==> src/rtl/tiny_bus_target.sv <==
// tiny_bus_target: responder for the tinycpu external bus.
// Decodes ADDRESS/RW each cycle, serves hits from a small scratch RAM or a
// four-byte timer register window, stalls the CPU through RDY for
// WAIT_STATES cycles per access and raises IRQ when the timer expires.
module tiny_bus_target #(
    parameter logic [15:0] RAM_BASE    = 16'h0000,
    parameter int          RAM_DEPTH   = 32,
    parameter logic [15:0] IO_BASE     = 16'hFF00,
    parameter int          WAIT_STATES = 1
) (
    input  logic        CLK,
    input  logic        RST,
    input  logic [15:0] ADDRESS,
    input  logic        RW,
    input  logic [7:0]  CPU_DATA_OUT,
    output logic [7:0]  CPU_DATA_IN,
    output logic        RDY,
    output logic        IRQ
);

    // ------------------------------------------------------------------
    // Constants
    // ------------------------------------------------------------------
    localparam int         AW       = $clog2(RAM_DEPTH);
    localparam bit         HAS_WAIT = (WAIT_STATES > 0);
    localparam logic [3:0] WS_LAST  = HAS_WAIT ? 4'(WAIT_STATES - 1) : 4'd0;

    // Register offsets inside the timer window.
    localparam logic [1:0] OFF_RELOAD = 2'd0;
    localparam logic [1:0] OFF_COUNT  = 2'd1;
    localparam logic [1:0] OFF_CTRL   = 2'd2;
    localparam logic [1:0] OFF_STATUS = 2'd3;

    typedef enum logic {
        ST_IDLE,
        ST_WAIT
    } state_t;

    typedef struct packed {
        logic auto_reload;
        logic irq_en;
        logic en;
    } ctrl_t;

    // ------------------------------------------------------------------
    // Declarations
    // ------------------------------------------------------------------
    state_t        state;
    state_t        state_nxt;
    logic [3:0]    cnt;
    logic [3:0]    cnt_nxt;

    logic          ram_hit;
    logic          io_hit;
    logic          hit;
    logic [AW-1:0] ram_idx;
    logic [1:0]    io_off;

    logic          complete;
    logic          ram_we;
    logic          io_we;
    logic          rd_en;
    logic          reload_we;
    logic          ctrl_we;
    logic          status_we;

    logic [7:0]    ram [RAM_DEPTH];
    logic [7:0]    reload;
    logic [7:0]    count;
    ctrl_t         ctrl;
    logic          exp_flag;
    logic          expire;

    logic [7:0]    io_rd_data;
    logic [7:0]    rd_data;

    // ------------------------------------------------------------------
    // Address decode
    // ------------------------------------------------------------------
    // Both regions are naturally aligned, so a hit is an upper-bit compare
    // and the RAM offset (ADDRESS - RAM_BASE) is simply the low AW bits.
    // NOTE: every signal assigned in an always_comb gets a value on every path, otherwise a latch is inferred.
    always_comb begin
        ram_hit = (ADDRESS[15:AW] == RAM_BASE[15:AW]);
        io_hit  = (ADDRESS[15:2] == IO_BASE[15:2]) && !ram_hit;
        hit     = ram_hit || io_hit;
        ram_idx = ADDRESS[AW-1:0];
        io_off  = ADDRESS[1:0];
    end

    // ------------------------------------------------------------------
    // Access FSM
    // ------------------------------------------------------------------
    // State register: stall counter and access phase.
    // NOTE: sequential state uses non-blocking assignments so every flop samples pre-edge values.
    always_ff @(posedge CLK) begin
        if (RST) begin
            state <= ST_IDLE;
            cnt   <= 4'd0;
        end else begin
            state <= state_nxt;
            cnt   <= cnt_nxt;
        end
    end

    // Next state: a hit in IDLE opens the stall window, WAIT counts it down.
    always_comb begin
        state_nxt = state;
        cnt_nxt   = cnt;
        case (state)
            ST_IDLE: begin
                if (hit && HAS_WAIT) begin
                    state_nxt = ST_WAIT;
                    cnt_nxt   = WS_LAST;
                end
            end
            ST_WAIT: begin
                if (cnt != 4'd0) begin
                    cnt_nxt = cnt - 4'd1;
                end else begin
                    state_nxt = ST_IDLE;
                end
            end
            default: begin
                state_nxt = ST_IDLE;
                cnt_nxt   = 4'd0;
            end
        endcase
    end

    // Outputs: RDY is low only while stalling; completion marks the final cycle.
    always_comb begin
        RDY      = 1'b1;
        complete = 1'b0;
        if (!RST) begin
            case (state)
                ST_IDLE: begin
                    if (hit) begin
                        if (HAS_WAIT) begin
                            RDY = 1'b0;
                        end else begin
                            complete = 1'b1;
                        end
                    end
                end
                ST_WAIT: begin
                    if (cnt == 4'd0) begin
                        complete = 1'b1;
                    end else begin
                        RDY = 1'b0;
                    end
                end
                default: begin
                    RDY      = 1'b1;
                    complete = 1'b0;
                end
            endcase
        end
    end

    // ------------------------------------------------------------------
    // Completion strobes
    // ------------------------------------------------------------------
    // The completing cycle's ADDRESS/RW decide what happens; a miss does nothing.
    always_comb begin
        ram_we    = complete && !RW && ram_hit;
        io_we     = complete && !RW && io_hit;
        rd_en     = complete && RW && hit;
        reload_we = io_we && (io_off == OFF_RELOAD);
        ctrl_we   = io_we && (io_off == OFF_CTRL);
        status_we = io_we && (io_off == OFF_STATUS);
    end

    // ------------------------------------------------------------------
    // Scratch RAM
    // ------------------------------------------------------------------
    // RAM write port.
    // NOTE: the RAM array is deliberately not reset so it maps onto a plain memory macro.
    always_ff @(posedge CLK) begin
        if (ram_we) begin
            ram[ram_idx] <= CPU_DATA_OUT;
        end
    end

    // ------------------------------------------------------------------
    // Timer registers
    // ------------------------------------------------------------------
    // Expiry: the counter sits at zero while the timer is enabled.
    always_comb begin
        expire = ctrl.en && (count == 8'd0);
    end

    // RELOAD and COUNT: a RELOAD write loads both and overrides the timer step.
    always_ff @(posedge CLK) begin
        if (RST) begin
            reload <= 8'h00;
            count  <= 8'h00;
        end else begin
            if (reload_we) begin
                reload <= CPU_DATA_OUT;
                count  <= CPU_DATA_OUT;
            end else if (ctrl.en) begin
                if (count != 8'd0) begin
                    count <= count - 8'd1;
                end else if (ctrl.auto_reload) begin
                    count <= reload;
                end
            end
        end
    end

    // CTRL: a write wins over the one-shot auto-clear of EN.
    always_ff @(posedge CLK) begin
        if (RST) begin
            ctrl <= '0;
        end else if (ctrl_we) begin
            ctrl <= ctrl_t'(CPU_DATA_OUT[2:0]);
        end else if (expire && !ctrl.auto_reload) begin
            ctrl.en <= 1'b0;
        end
    end

    // STATUS.EXP: set on expiry, write-one-to-clear; set wins on a tie.
    always_ff @(posedge CLK) begin
        if (RST) begin
            exp_flag <= 1'b0;
        end else if (expire) begin
            exp_flag <= 1'b1;
        end else if (status_we && CPU_DATA_OUT[0]) begin
            exp_flag <= 1'b0;
        end
    end

    // Interrupt is a level straight from the registers.
    always_comb begin
        IRQ = exp_flag && ctrl.irq_en;
    end

    // ------------------------------------------------------------------
    // Read path
    // ------------------------------------------------------------------
    // Read mux: register window with unused bits reading as zero, else RAM.
    always_comb begin
        io_rd_data = 8'h00;
        case (io_off)
            OFF_RELOAD: io_rd_data = reload;
            OFF_COUNT:  io_rd_data = count;
            OFF_CTRL:   io_rd_data = {5'b0, ctrl};
            OFF_STATUS: io_rd_data = {7'b0, exp_flag};
            default:    io_rd_data = 8'h00;
        endcase
        rd_data = ram_hit ? ram[ram_idx] : io_rd_data;
    end

    // Returned data register: updates only on a completed read hit.
    always_ff @(posedge CLK) begin
        if (RST) begin
            CPU_DATA_IN <= 8'h00;
        end else if (rd_en) begin
            CPU_DATA_IN <= rd_data;
        end
    end

endmodule

==> config.mk <==
export PLATFORM = sky130hd
export DESIGN_NAME = tiny_bus_target
export DESIGN_NICKNAME = d
export VERILOG_FILES = /design/src/rtl/tiny_bus_target.sv
export SDC_FILE = /design/constraint.sdc
export NUM_CORES = 1
export LEC_CHECK = 0
export ABC_CLOCK_PERIOD_IN_PS = 2300
export CAP_MARGIN = 10
export CORE_ASPECT_RATIO = 0.9
export CORE_MARGIN = 2
export CORE_UTILIZATION = 55
export DETAILED_ROUTE_END_ITERATION = 8
export PLACE_DENSITY = 0.85
export SYNTH_ARGS = -nofsm -noshare
export SYNTH_HDL_FRONTEND = slang
export SYNTH_SLANG_ARGS = --single-unit
==> constraint.sdc <==
create_clock -name CLK -period 2.3 [get_ports CLK]
set_input_delay 0.46 -clock CLK [delete_from_list [all_inputs] [get_ports CLK]]
set_output_delay 0.46 -clock CLK [all_outputs]
set_load 0.02 [all_outputs]
==> out/metrics.csv <==
metric,value,unit
viasPerCell,6.367,
start_util,55.48,%
dieArea,22820,um^2
synth-seq-cells,289,
crit_family,simple AND/OR/NAND/NOR gates,
htreeDepth,1,
power_frac_clock,40.7,%
internal_power,8.402,mW
rows,51,
synth_area,11900,um^2
combPwrFrac,5.5,%
die_h,143.5,um
postLayoutCellArea,14580,um^2
yosys-top-cells-area,"edfxtp_1, mux2i_1, dfxtp_1, mux4_2, nor2_1",
hold_violations,0,
antenna_found_initial,0,
cp-end-kind,output port,
place.gp.congestion,0.9225,
maxSlewViolCount,0,
grt-ovfl-total,0,
crit_type,in -> out,
synth_cell_type_count,55,
io_buffers,36,
hold_buffers,0,
period_minus_slack,2.250,ns
min_path_type,reg -> reg,
fmax,444.5,MHz
fp.dieW,159.0,um
rsz0062_at_grt,true,
synth.net_count,789,
ys_warn_count,0,
worst_pin_slew,0.5690,ns
vias,7806,
drt_iter0_markers,926,
status,"complete, no violations",
critical_path.max_stage_delay,0.45,ns
gr-usage-all-layers,25.59,%
detail-route-antenna-nets,0,
io_pins,37,
fp.coreArea,21440,um^2
cp-start-kind,primary input,
cts_made_buffers,27,
switchingPower,2.192,mW
place_area,13660,um^2
detailed_place_hpwl,19.22,mm
fin_skew,0.01203,ns
worstSkewPairLatency,0.55,ns
diodes,0,
wl_per_cell,24.32,um
ir_drop,0.0007000,V
clockBufferDepth,3,
nets,946,
crit_arrival,1.79,ns
setup_viol,0,
clkSinkCount,289,
wirelength,29.81,mm
cpMaxStageDelayCell,or3_4,
p_per_area,726.5,nW/um^2
drt_pass1_iterations,6,
relSlewSlack,61.93,%
synth_area_leader_cell,edfxtp_1,
synth_top_area_share,64.63,%
ys.flop_type,edfxtp_1,
synth_cells,759,
ys_async_sr_fraction,0,%
swShare,20.69,%
drive_gt1_share,25.45,%
leakagePower,5.057,nW
clockRootBuffer,clkbuf_16,
avgSynthCellArea,15.67,um^2
nFillCells,1380,
seq_power_share,53.8,%
max_cap_violations,0,
crit_fanout,2,
synth_edf_count,256,
period_share,97.82,%
grt_pass1_wl,44.26,mm
worst_path_most_repeated_cell,o21a_1,
grt_pass1_vias,7537,
synth_seq_area_share,70.18,%
clkTransAtPathRegs,0.06,ns
area_delta_synth_final,22.58,%
crit_path_cell_trace,dlygate4sd2_1 > or3_4 > nor3_4 > o21a_1 > o21a_1 > nand2_1 > buf_6,
grt_max_degree,36,
power,10.59,mW
cts_tree,done,
crit_buf_inv,2,
crit_required,1.84,ns
drc,0,
## logic make-up (layout without fill, tap and decap cells)
group | Yosys count | count (layout) | share of synthesized area, %
compound gates | 107 | 107 | 6.311
xor+xnor | 2 | 2 | 0.1473
fa+ha+maj | 3 | 3 | 0.3156
buf+inv | 45 | 221 | 1.746
flops | 289 | 289 | 70.18
mux | 116 | 116 | 12.50
simple gates | 197 | 197 | 8.804
## flip-flops by register name (all words and copies together) (netlist names)
signal / count
count: 8
exp_flag: 1
reload: 8
state: 1
cnt: 4
ctrl: 3
ram: 256
CPU_DATA_IN: 8
## worst paths after layout
check / startpoint / end / slack, ns / cells after the start
worst max-delay path: ADDRESS[2] / RDY / 0.05 / 7
worst min-delay path: cnt[0]$_SDFFE_PP0P_ / cnt[0]$_SDFFE_PP0P_ / 0.45 / 1
worst max register to register: cnt[1]$_SDFFE_PP0P_ / ram[22][1]$_DFFE_PP_ / 0.10 / 9
worst min register to register: cnt[0]$_SDFFE_PP0P_ / cnt[0]$_SDFFE_PP0P_ / 0.45 / 1
## worst register-to-register path, stage by stage (launching register included)
cell       delay, ns
dfxtp_1         0.32
inv_1           0.09
ha_4            0.15
nand4bb_1       0.15
nor3_2          0.28
nor2b_4         0.25
nand2_1         0.12
buf_4           0.18
nor2_1          0.16
buf_4           0.21
## placed cells by master, fill, tap and decap left out, drive strengths merged, types with 8 or more instances in the layout
cell type | Yosys | final
a21oi | 24 | 24
a22oi | 18 | 18
a32o | 8 | 8
buf | 20 | 131
clkbuf | 16 | 37
clkdlybuf4s50 | 0 | 22
clkinv | 0 | 8
dfxtp | 33 | 33
dlygate4sd2 | 0 | 11
edfxtp | 256 | 256
inv | 9 | 10
mux2i | 90 | 90
mux4 | 26 | 26
nand2 | 46 | 46
nand3 | 15 | 15
nand4 | 18 | 18
nor2 | 47 | 47
nor2b | 10 | 10
nor4 | 10 | 10
o21ai | 11 | 11
o22ai | 18 | 18
## routing by layer
metal	up-vias	wire length, um	global-route usage (%)
li1	3338	-	-
met1	3892	11890	35.30
met2	500	14320	42.47
met3	76	2685	4.040
met4	0	925	8.230
met5	-	0	0
## synth_stat cells, types with 3 or more instances
| master | n |
|---|---|
| buf_2 | 16 |
| dfxtp_1 | 33 |
| or4b_2 | 4 |
| o21ai_0 | 11 |
| clkbuf_1 | 16 |
| nor2b_1 | 10 |
| nor3_1 | 5 |
| and2_1 | 7 |
| o32ai_1 | 4 |
| inv_1 | 9 |
| a22oi_1 | 18 |
| a32o_1 | 8 |
| or2_2 | 5 |
| mux2i_1 | 90 |
| edfxtp_1 | 256 |
| nor4_1 | 10 |
| ha_1 | 3 |
| mux4_2 | 26 |
| nor2_1 | 47 |
| o21a_1 | 3 |
| o22ai_1 | 18 |
| nand4b_1 | 3 |
| buf_4 | 3 |
| nand3_1 | 15 |
| nor3b_1 | 4 |
| a21oi_1 | 24 |
| nand2b_1 | 5 |
| nand4_1 | 18 |
| nand2_1 | 46 |
| o211ai_1 | 4 |
## through the flow
stage                     setup slack, ns  instances  util, %  TNS (ns)  hold WS, ns
after floorplan                  -0.04028        759        -    -2.519       0.4131
after global placement            -0.5829       1170    63.71    -59.95       0.4259
after detailed placement          -0.5967       1170    63.71    -65.94       0.4389
after CTS                         0.01582       1225    67.90         0       0.4481
after global routing            -0.009763       1226    68.01  -0.05203       0.4656
final                             0.05017       1226    68.01         0       0.4481
## final cells by class
type | instances | area [um^2] | share of cell area (%)
multi-input cells | 425 | 3526 | 24.18
repair buffers | 164 | 1459 | 10.01
clock buffers | 37 | 733.2 | 5.028
inverters | 9 | 33.78 | 0.2317
well taps | 291 | 364.1 | 2.497
clock inverters | 11 | 116.4 | 0.7980
flip-flops and latches | 289 | 8349 | 57.26
## power groups by stage
stage               Clock [mW]  Sequential (mW)  Combinational (mW)
global route              4.56             5.70               0.607
finish                    4.31             5.70               0.584
floorplan                    0             5.82               0.262
global placement             0             5.81               0.554
CTS                       4.34             5.70               0.572
detailed placement           0             5.81               0.572
## what timing repair did
item | CTS | global route
hold endpoints to repair | 0 | 0
gates resized for setup | 19 | 3
endpoints found under the setup margin | 1 | 27
buffers inserted | 7 | 1
pin swaps | 9 | 6
Power figures use the tool's default switching activity.
